## config.mk

```make
export PLATFORM = sky130hd
export DESIGN_NAME = wb_dual_master_arbiter_flat
export DESIGN_NICKNAME = d
export VERILOG_FILES = /design/src/rtl/wb_dual_master_arbiter_pkg.sv /design/src/rtl/wb_dual_master_arbiter_if.sv /design/src/rtl/wb_dual_master_arbiter_addr_decoder.sv /design/src/rtl/wb_dual_master_arbiter.sv /design/src/flat_wrapper.sv
export SDC_FILE = /design/constraint.sdc
export NUM_CORES = 1
export LEC_CHECK = 0
export BUFFER_PORTS_ARGS = -buffer_cell sky130_fd_sc_hd__buf_4
export CORE_AREA = 2 2 209 211
export CTS_CLUSTER_SIZE = 16
export DETAILED_ROUTE_END_ITERATION = 10
export DIE_AREA = 0 0 211 213
export PLACE_DENSITY_LB_ADDON = 0.3
export SYNTH_ARGS = -nofsm -noshare
export SYNTH_HDL_FRONTEND = slang
export SYNTH_HIERARCHICAL = 1
export SYNTH_SLANG_ARGS = --single-unit
```

## constraint.sdc

```tcl
create_clock -name wb_clk_i -period 3.64 [get_ports wb_clk_i]
set_clock_uncertainty 0.1 [all_clocks]
set_input_delay 0 -clock wb_clk_i [delete_from_list [all_inputs] [get_ports wb_clk_i]]
set_output_delay 0 -clock wb_clk_i [all_outputs]
set_load 0.02 [all_outputs]
```

## src/rtl/wb_dual_master_arbiter_pkg.sv

```systemverilog
// Shared types and constants for the dual-initiator Wishbone arbiter:
// FSM state encoding, target indices and default address decode values.
package wb_dual_master_arbiter_pkg;

    localparam int ADDR_W  = 32;
    localparam int DATA_W  = 32;
    localparam int SEL_W   = 4;
    localparam int CNT_W   = 16;
    localparam int NUM_TGT = 3;

    typedef enum logic [1:0] {
        ST_IDLE = 2'd0,
        ST_OWN0 = 2'd1,
        ST_OWN1 = 2'd2
    } arb_state_e;

    typedef enum logic [1:0] {
        TGT_SRAM = 2'd0,
        TGT_UART = 2'd1,
        TGT_ETH  = 2'd2
    } tgt_e;

    localparam logic [7:0] DEF_SRAM_ADDR = 8'h00;
    localparam logic [7:0] DEF_UART_ADDR = 8'h90;
    localparam logic [7:0] DEF_ETH_ADDR  = 8'h92;

endpackage

```

## src/rtl/wb_dual_master_arbiter_if.sv

```systemverilog
// One Wishbone point-to-point link. Handshake: a transfer is offered while
// cyc and stb are high and completes in the cycle the responder raises ack
// (success) or err (failure); the initiator holds adr/dat_w/sel/we stable
// until then. The "master" modport is the initiator side, "slave" the target.
interface wb_dual_master_arbiter_if;
    import wb_dual_master_arbiter_pkg::*;

    logic              cyc;
    logic              stb;
    logic              we;
    logic [ADDR_W-1:0] adr;
    logic [DATA_W-1:0] dat_w;
    logic [SEL_W-1:0]  sel;
    logic [DATA_W-1:0] dat_r;
    logic              ack;
    logic              err;

    modport master (output cyc, stb, we, adr, dat_w, sel, input dat_r, ack, err);
    modport slave  (input cyc, stb, we, adr, dat_w, sel, output dat_r, ack, err);

endinterface

```

## src/rtl/wb_dual_master_arbiter_addr_decoder.sv

```systemverilog
// Combinational address decoder: maps the top address bits to a target
// index and flags addresses that match no target.
module wb_addr_decoder
    import wb_dual_master_arbiter_pkg::*;
#(
    parameter int                    ADDR_DEC_W = 8,
    parameter logic [ADDR_DEC_W-1:0] SRAM_ADDR  = ADDR_DEC_W'(DEF_SRAM_ADDR),
    parameter logic [ADDR_DEC_W-1:0] UART_ADDR  = ADDR_DEC_W'(DEF_UART_ADDR),
    parameter logic [ADDR_DEC_W-1:0] ETH_ADDR   = ADDR_DEC_W'(DEF_ETH_ADDR)
) (
    input  logic [ADDR_DEC_W-1:0] adr_msb,
    output tgt_e                  tgt,
    output logic                  unmapped
);

    // Compare the decode field against each target's base value.
    always_comb begin
        tgt      = TGT_SRAM;
        unmapped = 1'b0;
        if (adr_msb == SRAM_ADDR)      tgt = TGT_SRAM;
        else if (adr_msb == UART_ADDR) tgt = TGT_UART;
        else if (adr_msb == ETH_ADDR)  tgt = TGT_ETH;
        else                           unmapped = 1'b1;
    end

endmodule

```

## src/rtl/wb_dual_master_arbiter.sv

```systemverilog
// Two-initiator, three-target Wishbone arbiter with round-robin ownership,
// address decode, unmapped-address error and a stuck-target timeout.
module wb_dual_master_arbiter
    import wb_dual_master_arbiter_pkg::*;
#(
    parameter int                    TIMEOUT_CYCLES = 255,
    parameter int                    ADDR_DEC_W     = 8,
    parameter logic [ADDR_DEC_W-1:0] SRAM_ADDR      = ADDR_DEC_W'(DEF_SRAM_ADDR),
    parameter logic [ADDR_DEC_W-1:0] UART_ADDR      = ADDR_DEC_W'(DEF_UART_ADDR),
    parameter logic [ADDR_DEC_W-1:0] ETH_ADDR       = ADDR_DEC_W'(DEF_ETH_ADDR)
) (
    input  logic                     wb_clk_i,
    input  logic                     wb_rst_i,
    wb_dual_master_arbiter_if.slave  m0_wb,
    wb_dual_master_arbiter_if.slave  m1_wb,
    wb_dual_master_arbiter_if.master s0_wb,
    wb_dual_master_arbiter_if.master s1_wb,
    wb_dual_master_arbiter_if.master s2_wb,
    output logic [1:0]               grant_o,
    output logic                     timeout_o
);

    arb_state_e        state, state_next;
    logic              last_owner, last_owner_next;
    logic [CNT_W-1:0]  cnt, cnt_next;
    logic              unm_err, unm_err_next;

    logic              own_cyc, own_stb, own_we;
    logic [ADDR_W-1:0] own_adr;
    logic [DATA_W-1:0] own_dat;
    logic [SEL_W-1:0]  own_sel;

    tgt_e              tgt;
    logic              unmapped;
    logic              owner_active, sel_hit, timeout_hit;
    logic [NUM_TGT-1:0] t_en;
    logic [DATA_W-1:0] rsp_dat;
    logic              rsp_ack, rsp_err, m_ack, m_err;

    // State, round-robin owner, timeout counter and unmapped-error flag.
    always_ff @(posedge wb_clk_i or posedge wb_rst_i) begin
        if (wb_rst_i) begin
            state      <= ST_IDLE;
            last_owner <= 1'b1;
            cnt        <= '0;
            unm_err    <= 1'b0;
        end else begin
            state      <= state_next;
            last_owner <= last_owner_next;
            cnt        <= cnt_next;
            unm_err    <= unm_err_next;
        end
    end

    // Arbitration: grant from IDLE only, release back to IDLE on cyc drop.
    always_comb begin
        state_next      = state;
        last_owner_next = last_owner;
        case (state)
            ST_IDLE: begin
                if (m0_wb.cyc && m1_wb.cyc) state_next = last_owner ? ST_OWN0 : ST_OWN1;
                else if (m0_wb.cyc)         state_next = ST_OWN0;
                else if (m1_wb.cyc)         state_next = ST_OWN1;
            end
            ST_OWN0: if (!m0_wb.cyc) begin state_next = ST_IDLE; last_owner_next = 1'b0; end
            ST_OWN1: if (!m1_wb.cyc) begin state_next = ST_IDLE; last_owner_next = 1'b1; end
            default: state_next = ST_IDLE;
        endcase
    end

    // Select the current owner's request signals; zero when idle.
    always_comb begin
        own_cyc = 1'b0; own_stb = 1'b0; own_we = 1'b0;
        own_adr = '0;   own_dat = '0;   own_sel = '0;
        case (state)
            ST_OWN0: begin
                own_cyc = m0_wb.cyc; own_stb = m0_wb.stb; own_we  = m0_wb.we;
                own_adr = m0_wb.adr; own_dat = m0_wb.dat_w; own_sel = m0_wb.sel;
            end
            ST_OWN1: begin
                own_cyc = m1_wb.cyc; own_stb = m1_wb.stb; own_we  = m1_wb.we;
                own_adr = m1_wb.adr; own_dat = m1_wb.dat_w; own_sel = m1_wb.sel;
            end
            default: ;
        endcase
    end

    wb_addr_decoder #(
        .ADDR_DEC_W (ADDR_DEC_W),
        .SRAM_ADDR  (SRAM_ADDR),
        .UART_ADDR  (UART_ADDR),
        .ETH_ADDR   (ETH_ADDR)
    ) u_dec (
        .adr_msb  (own_adr[ADDR_W-1 -: ADDR_DEC_W]),
        .tgt      (tgt),
        .unmapped (unmapped)
    );

    assign owner_active = (state != ST_IDLE);
    assign sel_hit      = owner_active && !unmapped;
    // The timeout fires on the counter value alone so the forced stb drop
    // never depends on the target's own response in the same cycle.
    assign timeout_hit  = sel_hit && own_stb && (cnt == CNT_W'(TIMEOUT_CYCLES - 1));
    assign t_en         = sel_hit ? (NUM_TGT'(1) << tgt) : '0;

    assign s0_wb.cyc   = t_en[0] & own_cyc;
    assign s0_wb.stb   = t_en[0] & own_stb & ~timeout_hit;
    assign s0_wb.we    = t_en[0] & own_we;
    assign s0_wb.adr   = t_en[0] ? own_adr : '0;
    assign s0_wb.dat_w = t_en[0] ? own_dat : '0;
    assign s0_wb.sel   = t_en[0] ? own_sel : '0;

    assign s1_wb.cyc   = t_en[1] & own_cyc;
    assign s1_wb.stb   = t_en[1] & own_stb & ~timeout_hit;
    assign s1_wb.we    = t_en[1] & own_we;
    assign s1_wb.adr   = t_en[1] ? own_adr : '0;
    assign s1_wb.dat_w = t_en[1] ? own_dat : '0;
    assign s1_wb.sel   = t_en[1] ? own_sel : '0;

    assign s2_wb.cyc   = t_en[2] & own_cyc;
    assign s2_wb.stb   = t_en[2] & own_stb & ~timeout_hit;
    assign s2_wb.we    = t_en[2] & own_we;
    assign s2_wb.adr   = t_en[2] ? own_adr : '0;
    assign s2_wb.dat_w = t_en[2] ? own_dat : '0;
    assign s2_wb.sel   = t_en[2] ? own_sel : '0;

    // Pick the response of the selected target; nothing when idle or unmapped.
    always_comb begin
        rsp_dat = '0; rsp_ack = 1'b0; rsp_err = 1'b0;
        if (sel_hit) begin
            case (tgt)
                TGT_SRAM: begin rsp_dat = s0_wb.dat_r; rsp_ack = s0_wb.ack; rsp_err = s0_wb.err; end
                TGT_UART: begin rsp_dat = s1_wb.dat_r; rsp_ack = s1_wb.ack; rsp_err = s1_wb.err; end
                TGT_ETH:  begin rsp_dat = s2_wb.dat_r; rsp_ack = s2_wb.ack; rsp_err = s2_wb.err; end
                default: ;
            endcase
        end
    end

    // Error takes priority over ack whenever both would be reported.
    assign m_err = timeout_hit | unm_err | rsp_err;
    assign m_ack = rsp_ack & ~m_err;

    assign m0_wb.dat_r = (state == ST_OWN0) ? rsp_dat : '0;
    assign m0_wb.ack   = (state == ST_OWN0) & m_ack;
    assign m0_wb.err   = (state == ST_OWN0) & m_err;
    assign m1_wb.dat_r = (state == ST_OWN1) ? rsp_dat : '0;
    assign m1_wb.ack   = (state == ST_OWN1) & m_ack;
    assign m1_wb.err   = (state == ST_OWN1) & m_err;

    assign grant_o   = {state == ST_OWN1, state == ST_OWN0};
    assign timeout_o = timeout_hit;

    // Wait counter and unmapped-error toggle; both restart on ownership change.
    always_comb begin
        if ((state_next != state) || !sel_hit || !own_stb || rsp_ack || rsp_err || timeout_hit)
            cnt_next = '0;
        else
            cnt_next = cnt + CNT_W'(1);
        unm_err_next = owner_active && (state_next == state) && own_stb && unmapped && !unm_err;
    end

endmodule

```

## src/flat_wrapper.sv

```systemverilog
// flat-port wrapper written by rule: the top's interface ports become plain ports
module wb_dual_master_arbiter_flat import wb_dual_master_arbiter_pkg::*;
#(
    parameter int                    TIMEOUT_CYCLES = 255,
    parameter int                    ADDR_DEC_W     = 8,
    parameter logic [ADDR_DEC_W-1:0] SRAM_ADDR      = ADDR_DEC_W'(DEF_SRAM_ADDR),
    parameter logic [ADDR_DEC_W-1:0] UART_ADDR      = ADDR_DEC_W'(DEF_UART_ADDR),
    parameter logic [ADDR_DEC_W-1:0] ETH_ADDR       = ADDR_DEC_W'(DEF_ETH_ADDR)
)
  (wb_clk_i, wb_rst_i, grant_o, timeout_o, m0_wb_cyc, m0_wb_stb, m0_wb_we, m0_wb_adr, m0_wb_dat_w, m0_wb_sel, m0_wb_dat_r, m0_wb_ack, m0_wb_err, m1_wb_cyc, m1_wb_stb, m1_wb_we, m1_wb_adr, m1_wb_dat_w, m1_wb_sel, m1_wb_dat_r, m1_wb_ack, m1_wb_err, s0_wb_cyc, s0_wb_stb, s0_wb_we, s0_wb_adr, s0_wb_dat_w, s0_wb_sel, s0_wb_dat_r, s0_wb_ack, s0_wb_err, s1_wb_cyc, s1_wb_stb, s1_wb_we, s1_wb_adr, s1_wb_dat_w, s1_wb_sel, s1_wb_dat_r, s1_wb_ack, s1_wb_err, s2_wb_cyc, s2_wb_stb, s2_wb_we, s2_wb_adr, s2_wb_dat_w, s2_wb_sel, s2_wb_dat_r, s2_wb_ack, s2_wb_err);
  wb_dual_master_arbiter_if m0_wb_i ();
  wb_dual_master_arbiter_if m1_wb_i ();
  wb_dual_master_arbiter_if s0_wb_i ();
  wb_dual_master_arbiter_if s1_wb_i ();
  wb_dual_master_arbiter_if s2_wb_i ();
  input  logic wb_clk_i;
  input  logic wb_rst_i;
  output logic [1:0] grant_o;
  output logic timeout_o;
  input wire logic [$bits(m0_wb_i.cyc)-1:0] m0_wb_cyc;
  input wire logic [$bits(m0_wb_i.stb)-1:0] m0_wb_stb;
  input wire logic [$bits(m0_wb_i.we)-1:0] m0_wb_we;
  input wire logic [$bits(m0_wb_i.adr)-1:0] m0_wb_adr;
  input wire logic [$bits(m0_wb_i.dat_w)-1:0] m0_wb_dat_w;
  input wire logic [$bits(m0_wb_i.sel)-1:0] m0_wb_sel;
  output wire logic [$bits(m0_wb_i.dat_r)-1:0] m0_wb_dat_r;
  output wire logic [$bits(m0_wb_i.ack)-1:0] m0_wb_ack;
  output wire logic [$bits(m0_wb_i.err)-1:0] m0_wb_err;
  input wire logic [$bits(m1_wb_i.cyc)-1:0] m1_wb_cyc;
  input wire logic [$bits(m1_wb_i.stb)-1:0] m1_wb_stb;
  input wire logic [$bits(m1_wb_i.we)-1:0] m1_wb_we;
  input wire logic [$bits(m1_wb_i.adr)-1:0] m1_wb_adr;
  input wire logic [$bits(m1_wb_i.dat_w)-1:0] m1_wb_dat_w;
  input wire logic [$bits(m1_wb_i.sel)-1:0] m1_wb_sel;
  output wire logic [$bits(m1_wb_i.dat_r)-1:0] m1_wb_dat_r;
  output wire logic [$bits(m1_wb_i.ack)-1:0] m1_wb_ack;
  output wire logic [$bits(m1_wb_i.err)-1:0] m1_wb_err;
  output wire logic [$bits(s0_wb_i.cyc)-1:0] s0_wb_cyc;
  output wire logic [$bits(s0_wb_i.stb)-1:0] s0_wb_stb;
  output wire logic [$bits(s0_wb_i.we)-1:0] s0_wb_we;
  output wire logic [$bits(s0_wb_i.adr)-1:0] s0_wb_adr;
  output wire logic [$bits(s0_wb_i.dat_w)-1:0] s0_wb_dat_w;
  output wire logic [$bits(s0_wb_i.sel)-1:0] s0_wb_sel;
  input wire logic [$bits(s0_wb_i.dat_r)-1:0] s0_wb_dat_r;
  input wire logic [$bits(s0_wb_i.ack)-1:0] s0_wb_ack;
  input wire logic [$bits(s0_wb_i.err)-1:0] s0_wb_err;
  output wire logic [$bits(s1_wb_i.cyc)-1:0] s1_wb_cyc;
  output wire logic [$bits(s1_wb_i.stb)-1:0] s1_wb_stb;
  output wire logic [$bits(s1_wb_i.we)-1:0] s1_wb_we;
  output wire logic [$bits(s1_wb_i.adr)-1:0] s1_wb_adr;
  output wire logic [$bits(s1_wb_i.dat_w)-1:0] s1_wb_dat_w;
  output wire logic [$bits(s1_wb_i.sel)-1:0] s1_wb_sel;
  input wire logic [$bits(s1_wb_i.dat_r)-1:0] s1_wb_dat_r;
  input wire logic [$bits(s1_wb_i.ack)-1:0] s1_wb_ack;
  input wire logic [$bits(s1_wb_i.err)-1:0] s1_wb_err;
  output wire logic [$bits(s2_wb_i.cyc)-1:0] s2_wb_cyc;
  output wire logic [$bits(s2_wb_i.stb)-1:0] s2_wb_stb;
  output wire logic [$bits(s2_wb_i.we)-1:0] s2_wb_we;
  output wire logic [$bits(s2_wb_i.adr)-1:0] s2_wb_adr;
  output wire logic [$bits(s2_wb_i.dat_w)-1:0] s2_wb_dat_w;
  output wire logic [$bits(s2_wb_i.sel)-1:0] s2_wb_sel;
  input wire logic [$bits(s2_wb_i.dat_r)-1:0] s2_wb_dat_r;
  input wire logic [$bits(s2_wb_i.ack)-1:0] s2_wb_ack;
  input wire logic [$bits(s2_wb_i.err)-1:0] s2_wb_err;
  assign m0_wb_i.cyc = m0_wb_cyc;
  assign m0_wb_i.stb = m0_wb_stb;
  assign m0_wb_i.we = m0_wb_we;
  assign m0_wb_i.adr = m0_wb_adr;
  assign m0_wb_i.dat_w = m0_wb_dat_w;
  assign m0_wb_i.sel = m0_wb_sel;
  assign m0_wb_dat_r = m0_wb_i.dat_r;
  assign m0_wb_ack = m0_wb_i.ack;
  assign m0_wb_err = m0_wb_i.err;
  assign m1_wb_i.cyc = m1_wb_cyc;
  assign m1_wb_i.stb = m1_wb_stb;
  assign m1_wb_i.we = m1_wb_we;
  assign m1_wb_i.adr = m1_wb_adr;
  assign m1_wb_i.dat_w = m1_wb_dat_w;
  assign m1_wb_i.sel = m1_wb_sel;
  assign m1_wb_dat_r = m1_wb_i.dat_r;
  assign m1_wb_ack = m1_wb_i.ack;
  assign m1_wb_err = m1_wb_i.err;
  assign s0_wb_cyc = s0_wb_i.cyc;
  assign s0_wb_stb = s0_wb_i.stb;
  assign s0_wb_we = s0_wb_i.we;
  assign s0_wb_adr = s0_wb_i.adr;
  assign s0_wb_dat_w = s0_wb_i.dat_w;
  assign s0_wb_sel = s0_wb_i.sel;
  assign s0_wb_i.dat_r = s0_wb_dat_r;
  assign s0_wb_i.ack = s0_wb_ack;
  assign s0_wb_i.err = s0_wb_err;
  assign s1_wb_cyc = s1_wb_i.cyc;
  assign s1_wb_stb = s1_wb_i.stb;
  assign s1_wb_we = s1_wb_i.we;
  assign s1_wb_adr = s1_wb_i.adr;
  assign s1_wb_dat_w = s1_wb_i.dat_w;
  assign s1_wb_sel = s1_wb_i.sel;
  assign s1_wb_i.dat_r = s1_wb_dat_r;
  assign s1_wb_i.ack = s1_wb_ack;
  assign s1_wb_i.err = s1_wb_err;
  assign s2_wb_cyc = s2_wb_i.cyc;
  assign s2_wb_stb = s2_wb_i.stb;
  assign s2_wb_we = s2_wb_i.we;
  assign s2_wb_adr = s2_wb_i.adr;
  assign s2_wb_dat_w = s2_wb_i.dat_w;
  assign s2_wb_sel = s2_wb_i.sel;
  assign s2_wb_i.dat_r = s2_wb_dat_r;
  assign s2_wb_i.ack = s2_wb_ack;
  assign s2_wb_i.err = s2_wb_err;
  wb_dual_master_arbiter #(.TIMEOUT_CYCLES(TIMEOUT_CYCLES), .ADDR_DEC_W(ADDR_DEC_W), .SRAM_ADDR(SRAM_ADDR), .UART_ADDR(UART_ADDR), .ETH_ADDR(ETH_ADDR)) u_core (.wb_clk_i(wb_clk_i), .wb_rst_i(wb_rst_i), .m0_wb(m0_wb_i), .m1_wb(m1_wb_i), .s0_wb(s0_wb_i), .s1_wb(s1_wb_i), .s2_wb(s2_wb_i), .grant_o(grant_o), .timeout_o(timeout_o));
endmodule
```

[Word level (Yosys, flattened, before mapping)]
Index checks and enable logic that the tools add are counted.
Widths: inputs -> output; s select.
Operators by class
  muxes and demuxes: 41
  reduce and logical (&&, ||, !) cells: 23
  add/subtract/negate cells: 1
  equality and inequality tests: 11
  shift-type cells: 1
  bitwise operators: 21
Operators with widths (count)
  $mux 32: 9
  $pmux 32 s2: 2
  $pmux 32 s3: 1
  $mux 2: 9
  $and 1x1->1: 17
  $add 16x1->16 const B: 1
  $eq 16x8->1 const B: 1
  $eq 8x8->1 const B: 2
  $mux 16: 1
  $mux 4: 3
  $logic_and 1x1->1: 8
  $logic_not 8->1: 1
  $pmux 1 s2: 4
  $pmux 4 s2: 1
  $mux 1: 7
  $pmux 1 s3: 2
  $pmux 2 s3: 1
  $logic_or 1x1->1: 5
  $eq 2x1->1 const B: 2
  $eq 2x2->1 const B: 2
  $logic_not 1->1: 4
  $logic_not 2->1: 2
  $ne 2x2->1 const B: 2
  $reduce_bool 2->1: 2
  other kinds (7): 9
Word-level totals
  input bits: 246
  output and inout port bits: 284
  logic and storage cells: 102
  bits in registers: 20

[Depth between registers and ports, before layout]
Gate-level depths: netlist (run 1).
  depth after elaboration: 15
  depth in mapped cells: 16
  depth with buffers taken out: 11

[Modules after synthesis]
The synthesis (run 1) kept the hierarchy.
Modules (own cells, without submodules)
  wb_dual_master_arbiter: cells each 778, area an instance 4606.9 um^2, times used 1, seq. area each 501.7 um^2
  wb_addr_decoder: cells each 6, area an instance 58.8 um^2, times used 1, seq. area each 0.0 um^2

[Least setup slack after synthesis (run 1)]
Ideal clock, no wire load.
  path kind: reg-to-output
  start point: register u_core.state[1]
  end point: output m0_wb_ack
  path buffers: 4
  required time: 3540 ps
  cell stages (with the launch flop): 16
  path slack: -85 ps
  arrival time: 3625 ps
  cells stage by stage: dfrtp_1 > inv_1 > ha_1 > clkbuf_1 > buf_2 > a22o_1 > nand2_1 > inv_1 > or4_4 > nor4_2 > nor2b_1 > buf_2 > clkbuf_1 > o2bb2ai_1 > nand3_1 > nor3_1
Between the ends
  elaborated cells on any way between the ends: 30
  those cells by class: eq/ne (6); mux (12); bitwise (5); reduce/logical (7)
RTL lines
  start, declared: RTL line wb_dual_master_arbiter.sv:23  | arb_state_e state, state_next;
  start signal, assigned: RTL line wb_dual_master_arbiter.sv:48  | state <= state_next;
  $eq 2x1->1 (*)
  named net grant_o[0]: RTL line flat_wrapper.sv:18  | output logic [1:0] grant_o;
  $pmux 32 s2 (*): RTL line wb_dual_master_arbiter.sv:75  | case (state)
  named net u_core.own_adr[29]: RTL line wb_dual_master_arbiter.sv:29  | logic [ADDR_W-1:0] own_adr;
  $eq 8x8->1: RTL line wb_dual_master_arbiter_addr_decoder.sv:21  | else if (adr_msb == UART_ADDR) tgt = TGT_UART;
  $mux 2: RTL line wb_dual_master_arbiter_addr_decoder.sv:21
  $mux 2 (*): RTL line wb_dual_master_arbiter_addr_decoder.sv:20  | if (adr_msb == SRAM_ADDR) tgt = TGT_SRAM;
  named net u_core.tgt[0]: RTL line wb_dual_master_arbiter.sv:33  | tgt_e tgt;
  $eq 2x2->1, or another cell as far along: RTL line wb_dual_master_arbiter.sv:131  | case (tgt)
  $pmux 1 s3: RTL line wb_dual_master_arbiter.sv:131
  $mux 1: RTL line wb_dual_master_arbiter.sv:130  | if (sel_hit) begin
  $or 1x1->1: RTL line wb_dual_master_arbiter.sv:141  | assign m_err = timeout_hit | unm_err | rsp_err;
  $not 1->1: RTL line wb_dual_master_arbiter.sv:142  | assign m_ack = rsp_ack & ~m_err;
  $and 1x1->1 (*): RTL line wb_dual_master_arbiter.sv:142
  $and 1x1->1 (*): RTL line wb_dual_master_arbiter.sv:145  | assign m0_wb.ack = (state == ST_OWN0) & m_ack;
  end, declared: RTL line flat_wrapper.sv:27  | output wire logic [$bits(m0_wb_i.ack)-1:0] m0_wb_ack;
Mark *: on every way through the listed nets, which the timed path passes. The rest lies on a longest branch.

[Worst setup path in the final report (run 1)]
  start point: register u_core.state[1]
  end point: output s0_wb_adr[24]
Between the ends
  cells in the longest elaborated chain, start to end: 10
  elaborated cells on any way between the ends: 18
  those cells by class: eq/ne (4); shift (1); mux (9); reduce/logical (4)
RTL lines
  $eq 2x2->1 or $eq 2x1->1 (tied branches): RTL line wb_dual_master_arbiter.sv:75
  $pmux 32 s2 (*): RTL line wb_dual_master_arbiter.sv:75
  named net u_core.own_adr[29]: RTL line wb_dual_master_arbiter.sv:29
  $eq 8x8->1: RTL line wb_dual_master_arbiter_addr_decoder.sv:22  | else if (adr_msb == ETH_ADDR) tgt = TGT_ETH;
  $mux 1: RTL line wb_dual_master_arbiter_addr_decoder.sv:22
  $mux 1: RTL line wb_dual_master_arbiter_addr_decoder.sv:21
  $mux 1 (*): RTL line wb_dual_master_arbiter_addr_decoder.sv:20
  named net u_core.unmapped: RTL line wb_dual_master_arbiter.sv:34  | logic unmapped;
  $logic_not 1->1 (*): RTL line wb_dual_master_arbiter.sv:100  | assign sel_hit = owner_active && !unmapped;
  $logic_and 1x1->1 (*): RTL line wb_dual_master_arbiter.sv:100
  $mux 3 (*): RTL line wb_dual_master_arbiter.sv:104  | assign t_en = sel_hit ? (NUM_TGT'(1) << tgt) : '0;
  $mux 32 (*): RTL line wb_dual_master_arbiter.sv:109  | assign s0_wb.adr = t_en[0] ? own_adr : '0;
  end, declared: RTL line flat_wrapper.sv:41  | output wire logic [$bits(s0_wb_i.adr)-1:0] s0_wb_adr;
Marked as above.

==> results of run 1 <==
-- per-stage QoR --
step	power (W)	setup slack [ns]	cells
after floorplan	0.00232	-0.0848	784
after CTS	0.00438	0.0297	1843
after global placement	0.00392	0.164	1825
after global routing	0.00510	-0.0535	1854
after detailed placement	0.00394	0.141	1825
final	0.00482	0.0831	1855
-- path summary, 6_finish.rpt --
path	startpoint	to	cells past startpoint
min in group asynchronous	wb_rst_i	u_core/cnt[2]	3
max in group asynchronous	wb_rst_i	u_core/state[1]	3
hold reg to reg	u_core/cnt[0]	u_core/cnt[0]	1
hold / removal	m0_wb_cyc	u_core/state[1]	4
setup reg to reg	u_core/state[1]	u_core/cnt[9]	13
setup / recovery	u_core/state[1]	s0_wb_adr[24]	11
-- layer usage --
layer	track usage (%)	share of wire (%)	vias up
met1	17.4	42	3600
met2	24.1	49	365
met4	2.33	1.7	8
met3	3.24	7.6	26
met5	0	0.13	-
li1	-	-	3671
-- worst min-delay path: stages --
cell,delay [ns]
sky130_fd_sc_hd__buf_4,0.13
sky130_fd_sc_hd__nand2_1,0.08
sky130_fd_sc_hd__a31oi_1,0.08
sky130_fd_sc_hd__nor2_1,0.07
-- what timing repair did --
action                     CTS  global route
setup endpoints to repair  221           225
gates cloned                 3             7
gates resized for setup     10            43
buffers inserted             9             3
pin swaps                    3             6
hold buffers                 2             0
hold endpoints to repair    20             0
-- logic make-up (layout without fill, tap and decap cells) --
group | count (synthesis) | count (layout) | share of synthesized area [%]
other | 0 | 2 | 0
xor gates and xnor gates | 12 | 12 | 2.25
AOI/OAI and AO/OA | 125 | 125 | 21.0
DFF | 20 | 20 | 10.8
adders and majority gates | 7 | 7 | 1.88
and+or+nand+nor | 492 | 494 | 48.2
buffers and inverters | 93 | 614 | 8.34
muxes | 35 | 35 | 7.54
-- registers in the layout, indices dropped and copies added, names as in the netlist --
signal,count
u_core/last_owner,1
u_core/cnt,16
u_core/state,2
u_core/unm_err,1
-- cells in the mapped netlist, types with 2 or more instances --
cell type	count
sky130_fd_sc_hd__nand2_1	111
sky130_fd_sc_hd__nor4_1	6
sky130_fd_sc_hd__nand3_1	8
sky130_fd_sc_hd__o21bai_1	2
sky130_fd_sc_hd__nor4bb_1	2
sky130_fd_sc_hd__nor2_1	222
sky130_fd_sc_hd__buf_2	14
sky130_fd_sc_hd__and3_1	5
sky130_fd_sc_hd__nor3_1	19
sky130_fd_sc_hd__xnor2_1	11
sky130_fd_sc_hd__buf_4	4
sky130_fd_sc_hd__nand3_2	2
sky130_fd_sc_hd__nand2b_1	2
sky130_fd_sc_hd__mux2i_1	34
sky130_fd_sc_hd__or3_1	4
sky130_fd_sc_hd__nand4_1	5
sky130_fd_sc_hd__and2_1	65
sky130_fd_sc_hd__a21oi_1	34
sky130_fd_sc_hd__buf_1	15
sky130_fd_sc_hd__dfrtp_1	19
sky130_fd_sc_hd__nor3b_1	3
sky130_fd_sc_hd__ha_1	7
sky130_fd_sc_hd__clkbuf_1	40
sky130_fd_sc_hd__inv_1	19
sky130_fd_sc_hd__a22o_1	71
sky130_fd_sc_hd__o21ai_0	3
sky130_fd_sc_hd__or2_2	32
-- power by group through the flow --
stage	registers (W)	clock network, W	logic [W]
final	0.000260	0.000311	0.00425
after global routing	0.000262	0.000327	0.00451
after CTS	0.000257	0.000320	0.00380
after detailed placement	0.000264	0	0.00367
after global placement	0.000264	0	0.00366
after floorplan	0.000261	0	0.00206
-- area by class of cell --
cell class	count	area, sq um
flip-flops and latches	20	503
inverters	19	71.3
repair buffers	591	4720
multi-input cells	673	3980
clock inverters	1	30.0
clock buffers	3	75.1
fillers	4769	32600
well taps	546	683
diodes	2	5.00
==> insert_results.sql, run 1 <==
INSERT INTO impl_metrics (metric_group, metric, value, unit) VALUES
('status', 'status', 'finished clean', ''),
('layout', 'design.final.nets', '1561', ''),
('timing', 'setup-violations-final', '0', ''),
('die', 'initial_utilization', '10.9', '%'),
('critical_path', 'worstPathBufferInverterCount', '4', ''),
('job', 'max_cap_violation_count', '0', ''),
('layout', 'finalCoreUtilization', '23.6', '%'),
('timing', 'post-route-period-util', '97.7', '%'),
('detailed_routing', 'routed-via-count', '7670', ''),
('global_route', 'grt_max_degree', '71', ''),
('power_and_ir_drop', 'total_switching_power', '0.00266', 'W'),
('global_route', 'vias_in_the_first_global_route', '6996', ''),
('cts', 'cts_tree', 'yes', ''),
('layout', 'layout_commonest_cell', 'sky130_fd_sc_hd__buf_4', ''),
('detailed_routing', 'routed_via_density', '4.13', ''),
('place', 'placed_area', '0.00945', 'sq mm'),
('detailed_routing', 'wirelength', '35.7', 'mm'),
('power_and_ir_drop', 'switching_share', '55.3', '%'),
('global_route', 'global_route.usage.total', '13.8', '%'),
('detailed_routing', 'drt_pass1_iterations', '5', ''),
('detailed_routing', 'number_of_routed_nets_with_antenna_violations', '0', ''),
('detailed_routing', 'routedWlPerCell', '19.3', 'microns'),
('synthesis', 'postSynthCellCount', '784', ''),
('die', 'die_y', '213', 'microns'),
('cts', 'clkLatencyLatePin', '0.26', 'ns'),
('global_route', 'grt_first_pass_wirelength', '46.7', 'mm'),
('timing', 'setup_repair_after_global_routing_missed_its_margin', 'yes', ''),
('die', 'placementRows', '76', ''),
('cts', 'clock_path_buffers', '2', ''),
('critical_path', 'highest_cell_delay_on_the_worst_timing_path', '0.57', 'ns'),
('critical_path', 'critical-path-top-delay-family', 'simple AND/OR/NAND/NOR gates', ''),
('timing', 'slew_headroom', '39.9', '%'),
('die', 'fp.coreArea', '0.0427', 'sq mm'),
('place', 'buffer_ports.inserted', '529', ''),
('power_and_ir_drop', 'p_per_area', '478', 'mW/mm^2'),
('global_route', 'grt.overflow.total', '0', ''),
('power_and_ir_drop', 'vdd.ir_drop.worst', '343', 'uV'),
('power_and_ir_drop', 'power.share.sequential', '5.4', '%'),
('die', 'number_of_ports_placed_on_the_die_boundary', '530', ''),
('cts', 'cts.htree.levels', '1', ''),
('synthesis', 'synth.distinct_cells', '52', ''),
('layout', 'mostFrequentLayoutCells', '561 x sky130_fd_sc_hd__buf_4, 221 x sky130_fd_sc_hd__nor2_1, 110 x sky130_fd_sc_hd__nand2_1', ''),
('synthesis', 'synth_top_cell_by_area', 'sky130_fd_sc_hd__nor2_1', ''),
('critical_path', 'worst_setup_path_start_kind', 'flop', ''),
('synthesis', 'async_reset_ff_share', '100', '%'),
('synthesis', 'synth.area.top_cells', 'sky130_fd_sc_hd__nor2_1 18%, sky130_fd_sc_hd__a22o_1 13%, sky130_fd_sc_hd__dfrtp_1 10%, sky130_fd_sc_hd__nand2_1 8.9%, sky130_fd_sc_hd__and2_1 8.7%', ''),
('timing', 'worst_pin_slew', '0.900', 'ns'),
('synthesis', 'synth_edf_count', '0', ''),
('global_route', 'grt_antenna_before_repair', '6', ''),
('timing', 'max_clock_freq', '281', 'MHz'),
('power_and_ir_drop', 'power.internal', '0.00215', 'W'),
('place', 'gp_congestion', '0.875', ''),
('synthesis', 'ys.warnings.count', '6', ''),
('critical_path', 'critical_path_peak_fanout', '8', ''),
('timing', 'finalHoldViolCount', '0', ''),
('timing', 'finalHoldWorstSlack', '0.0556', 'ns'),
('timing', 'report.final.slew_viol_count', '0', ''),
('critical_path', 'crit_type', 'reg -> out', ''),
('synthesis', 'syn-num-nets', '1037', ''),
('critical_path', 'setup.reg_to_reg.worst_slack', '0.23', 'ns'),
('hold_path', 'holdCritPathClass', 'in -> reg', ''),
('die', 'fp.dieArea', '0.0449', 'sq mm'),
('synthesis', 'seq_area_frac_synth', '10.8', '%'),
('critical_path', 'endpoint_kind', 'primary output', ''),
('place', 'detailed_place_hpwl', '27.4', 'mm'),
('layout', 'fin_area', '0.0101', 'sq mm'),
('layout', 'drive_above_1_share', '51.4', '%'),
('synthesis', 'syn_avg_cell_area', '5.95', 'sq um'),
('detailed_routing', 'first_iter_violations', '583', ''),
('critical_path', 'critPathSlowestCell', 'sky130_fd_sc_hd__or4_4', ''),
('cts', 'clock_sink_count', '20', '');
Note: power is estimated with default switching activity, not from simulation.
==> run 2, diff against run 1 <==
--- a/config.mk
+++ b/config.mk
@@ -6,11 +6,12 @@
 export NUM_CORES = 1
 export LEC_CHECK = 0
 export BUFFER_PORTS_ARGS = -buffer_cell sky130_fd_sc_hd__buf_4
-export CORE_AREA = 2 2 209 211
+export CORE_AREA = 2 2 204 206
 export CTS_CLUSTER_SIZE = 16
 export DETAILED_ROUTE_END_ITERATION = 10
-export DIE_AREA = 0 0 211 213
+export DIE_AREA = 0 0 206 208
 export PLACE_DENSITY_LB_ADDON = 0.3
+export RECOVER_POWER = 25
 export SYNTH_ARGS = -nofsm -noshare
 export SYNTH_HDL_FRONTEND = slang
 export SYNTH_HIERARCHICAL = 1
==> constraint.sdc (replaced) <==
create_clock -name wb_clk_i -period 4.5 [get_ports wb_clk_i]
set_clock_uncertainty 0.1 [all_clocks]
set_input_delay 0 -clock wb_clk_i [delete_from_list [all_inputs] [get_ports wb_clk_i]]
set_output_delay 0 -clock wb_clk_i [all_outputs]
set_load 0.02 [all_outputs]
==> insert_results.sql, run 2 (synthesis results as in run 1) <==
INSERT INTO impl_metrics (metric_group, metric, value, unit) VALUES
('critical_path', 'critical-path-top-delay-family', 'simple AND/OR/NAND/NOR gates', ''),
('layout', 'register_ranked_first_by_flip_flop_count', 'u_core/cnt', ''),
('status', 'status', 'finished clean', ''),
('detailed_routing', 'routed-via-count', '7333', ''),
('layout', 'biggestRegsByFlops', 'u_core/cnt x16, u_core/state x2', ''),
('critical_path', 'cpMostUsedCell', 'sky130_fd_sc_hd__inv_1', ''),
('layout', 'multi_input_area', '0.00383', 'sq mm'),
('timing', 'final.setup.tns', '0', 'ns'),
('global_route', 'grt.overflow.total', '0', ''),
('timing', 'setup-violations-final', '0', ''),
('critical_path', 'worstPathBufferInverterCount', '5', ''),
('layout', 'fin_area', '0.00930', 'sq mm'),
('cts', 'postCtsSetupBuffers', '0', ''),
('layout', 'layout.filler_cells', '4618', ''),
('die', 'fp.dieArea', '0.0428', 'sq mm'),
('cts', 'clock_path_buffers', '2', ''),
('hold_path', 'holdCritPathClass', 'in -> reg', ''),
('timing', 'post-route-min-period', '4.15', 'ns'),
('place', 'buffer_ports.inserted', '529', ''),
('cts', 'ctsRootBufferMaster', 'sky130_fd_sc_hd__clkbuf_16', ''),
('timing', 'slew_headroom', '31.4', '%'),
('layout', 'syn_to_final_growth', '99.4', '%'),
('detailed_routing', 'routedWlPerCell', '17.9', 'microns'),
('layout', 'largest_reg_flops', '16', ''),
('critical_path', 'critical_path_required', '4.40', 'ns'),
('detailed_routing', 'number_of_routed_nets_with_antenna_violations', '0', ''),
('layout', 'design.final.nets', '1527', ''),
('die', 'number_of_ports_placed_on_the_die_boundary', '530', ''),
('layout', 'finalCoreUtilization', '22.9', '%'),
('power_and_ir_drop', 'vdd.ir_drop.worst', '328', 'uV'),
('global_route', 'grt_antenna_before_repair', '1', ''),
('die', 'initial_utilization', '11.5', '%'),
('timing', 'finalHoldViolCount', '0', ''),
('cts', 'cts_tree', 'yes', ''),
('place', 'placed_area', '0.00929', 'sq mm'),
('global_route', 'vias_in_the_first_global_route', '7094', ''),
('cts', 'cts_inserted_buffers', '3', ''),
('critical_path', 'worst_setup_path_start_kind', 'flop', ''),
('timing', 'post-route-worst-setup-slack', '0.351', 'ns'),
('critical_path', 'worst-endpoint-arrival', '4.05', 'ns'),
('cts', 'gates_resized_cts_repair', '0', ''),
('die', 'floorplan.die.width', '206', 'microns'),
('die', 'placementRows', '74', ''),
('timing', 'worst_pin_slew', '1.03', 'ns'),
('place', 'gp_congestion', '0.904', ''),
('power_and_ir_drop', 'p_per_area', '339', 'mW/mm^2'),
('global_route', 'grt_first_pass_wirelength', '44.9', 'mm'),
('layout', 'mostFrequentLayoutCells', '531 x sky130_fd_sc_hd__buf_4, 222 x sky130_fd_sc_hd__nor2_1, 110 x sky130_fd_sc_hd__nand2_1', ''),
('detailed_routing', 'wirelength', '32.3', 'mm'),
('cts', 'cts-hold-fix-buffers', '2', ''),
('die', 'die_y', '208', 'microns'),
('cts', 'clkLatencyLatePin', '0.25', 'ns'),
('place', 'post-place-ws', '0.559', 'ns'),
('power_and_ir_drop', 'leakage', '4.28', 'nW'),
('cts', 'clkTransAtPathRegs', '0.05', 'ns'),
('critical_path', 'critPathSlowestCell', 'sky130_fd_sc_hd__dfrtp_1', ''),
('place', 'detailed_place_hpwl', '26.2', 'mm'),
('timing', 'report.final.slew_viol_count', '0', ''),
('global_route', 'grt_max_degree', '71', ''),
('critical_path', 'critical_path_peak_fanout', '70', ''),
('critical_path', 'endpoint_kind', 'primary output', ''),
('critical_path', 'setup.reg_to_reg.worst_slack', '0.45', 'ns'),
('critical_path', 'crit_type', 'reg -> out', ''),
('layout', 'layout_commonest_cell', 'sky130_fd_sc_hd__buf_4', ''),
('critical_path', 'highest_cell_delay_on_the_worst_timing_path', '0.48', 'ns'),
('cts', 'cts.htree.levels', '1', ''),
('die', 'fp.coreArea', '0.0406', 'sq mm'),
('detailed_routing', 'first_iter_violations', '570', ''),
('critical_path', 'path_cells', 'inv_1 > ha_4 > buf_4 > a22o_1 > nand2_1 > inv_1 > or3_1 > a211o_2 > or2_1 > or3_2 > buf_6 > nor2_1 > clkbuf_1', ''),
('detailed_routing', 'drt_pass1_iterations', '5', ''),
('detailed_routing', 'routed_via_density', '4.06', ''),
('cts', 'clock_sink_count', '20', ''),
('layout', 'drive_above_1_share', '46.4', '%'),
('power_and_ir_drop', 'report.power.total', '0.00316', 'W'),
('job', 'max_cap_violation_count', '0', ''),
('global_route', 'global_route.usage.total', '13.6', '%'),
('timing', 'post-route-period-util', '92.2', '%'),
('timing', 'max_clock_freq', '241', 'MHz'),
('timing', 'setup_repair_after_global_routing_missed_its_margin', 'no', ''),
('layout', 'ff_latch_area', '502', 'sq um'),
('detailed_routing', 'drt_drc_violations_left', '0', '');
-- run 2: cell count changes in the layout (fill, tap and decap cells not counted), sizes merged --
| cell | before | now |
|---|---|---|
| or3 | 6 | 4 |
| diode | 2 | 1 |
| buf | 584 | 534 |
| bufinv | 1 | 0 |
| clkbuf | 8 | 27 |
-- run 2: final timing paths --
kind | startpoint | endpoint | cells past startpoint
setup / recovery | u_core/state[1] | s0_wb_dat_w[19] | 13
hold / removal | m0_wb_cyc | u_core/state[1] | 4
setup reg to reg | u_core/state[1] | u_core/cnt[11] | 14
hold reg to reg | u_core/cnt[0] | u_core/cnt[0] | 1
max in group asynchronous | wb_rst_i | u_core/cnt[15] | 3
min in group asynchronous | wb_rst_i | u_core/cnt[9] | 3
-- run 2: layout make-up --
cell class	instances	share of cell area [%]
multi-input cells	671	41.2
clock buffers	4	0.847
well taps	532	7.15
diodes	1	0.0269
repair buffers	559	44.6
inverters	19	0.767
flip-flops and latches	20	5.39
-- run 2: through the flow --
stage | hold slack (ns) | std cells
after global routing | 0.114 | 1806
after global placement | 0.0854 | 1799
final | 0.0560 | 1806
after detailed placement | 0.0885 | 1799
after floorplan | -0.137 | 784
after CTS | 0.0540 | 1805
-- run 2: tightest hold or removal path, delay by kind of cell --
kind / cells / cell delay (ns)
buffers and inverters: 1 / 0.13
AOI/OAI and AO/OA: 1 / 0.09
and+or+nand+nor: 2 / 0.15
-- run 2: layer usage --
metal  wire (microns)  global-route usage, %  part of all wire (%)  vias to the layer above
li1                 -                      -                     -                     3582
met1            13400                   16.8                    41                     3403
met2            16100                   25.1                    50                      324
met3             2320                   2.01                   7.2                       24
met4              557                   2.00                   1.7                        0
met5                0                      0                     0                        -
-- run 2: power by group --
part	total, W	internal (W)	switching [W]
logic	0.00276	0.000933	0.00183
registers	0.000215	0.000195	0.0000199
clock network	0.000182	0.000120	0.0000619
total	0.00316	0.00125	0.00191
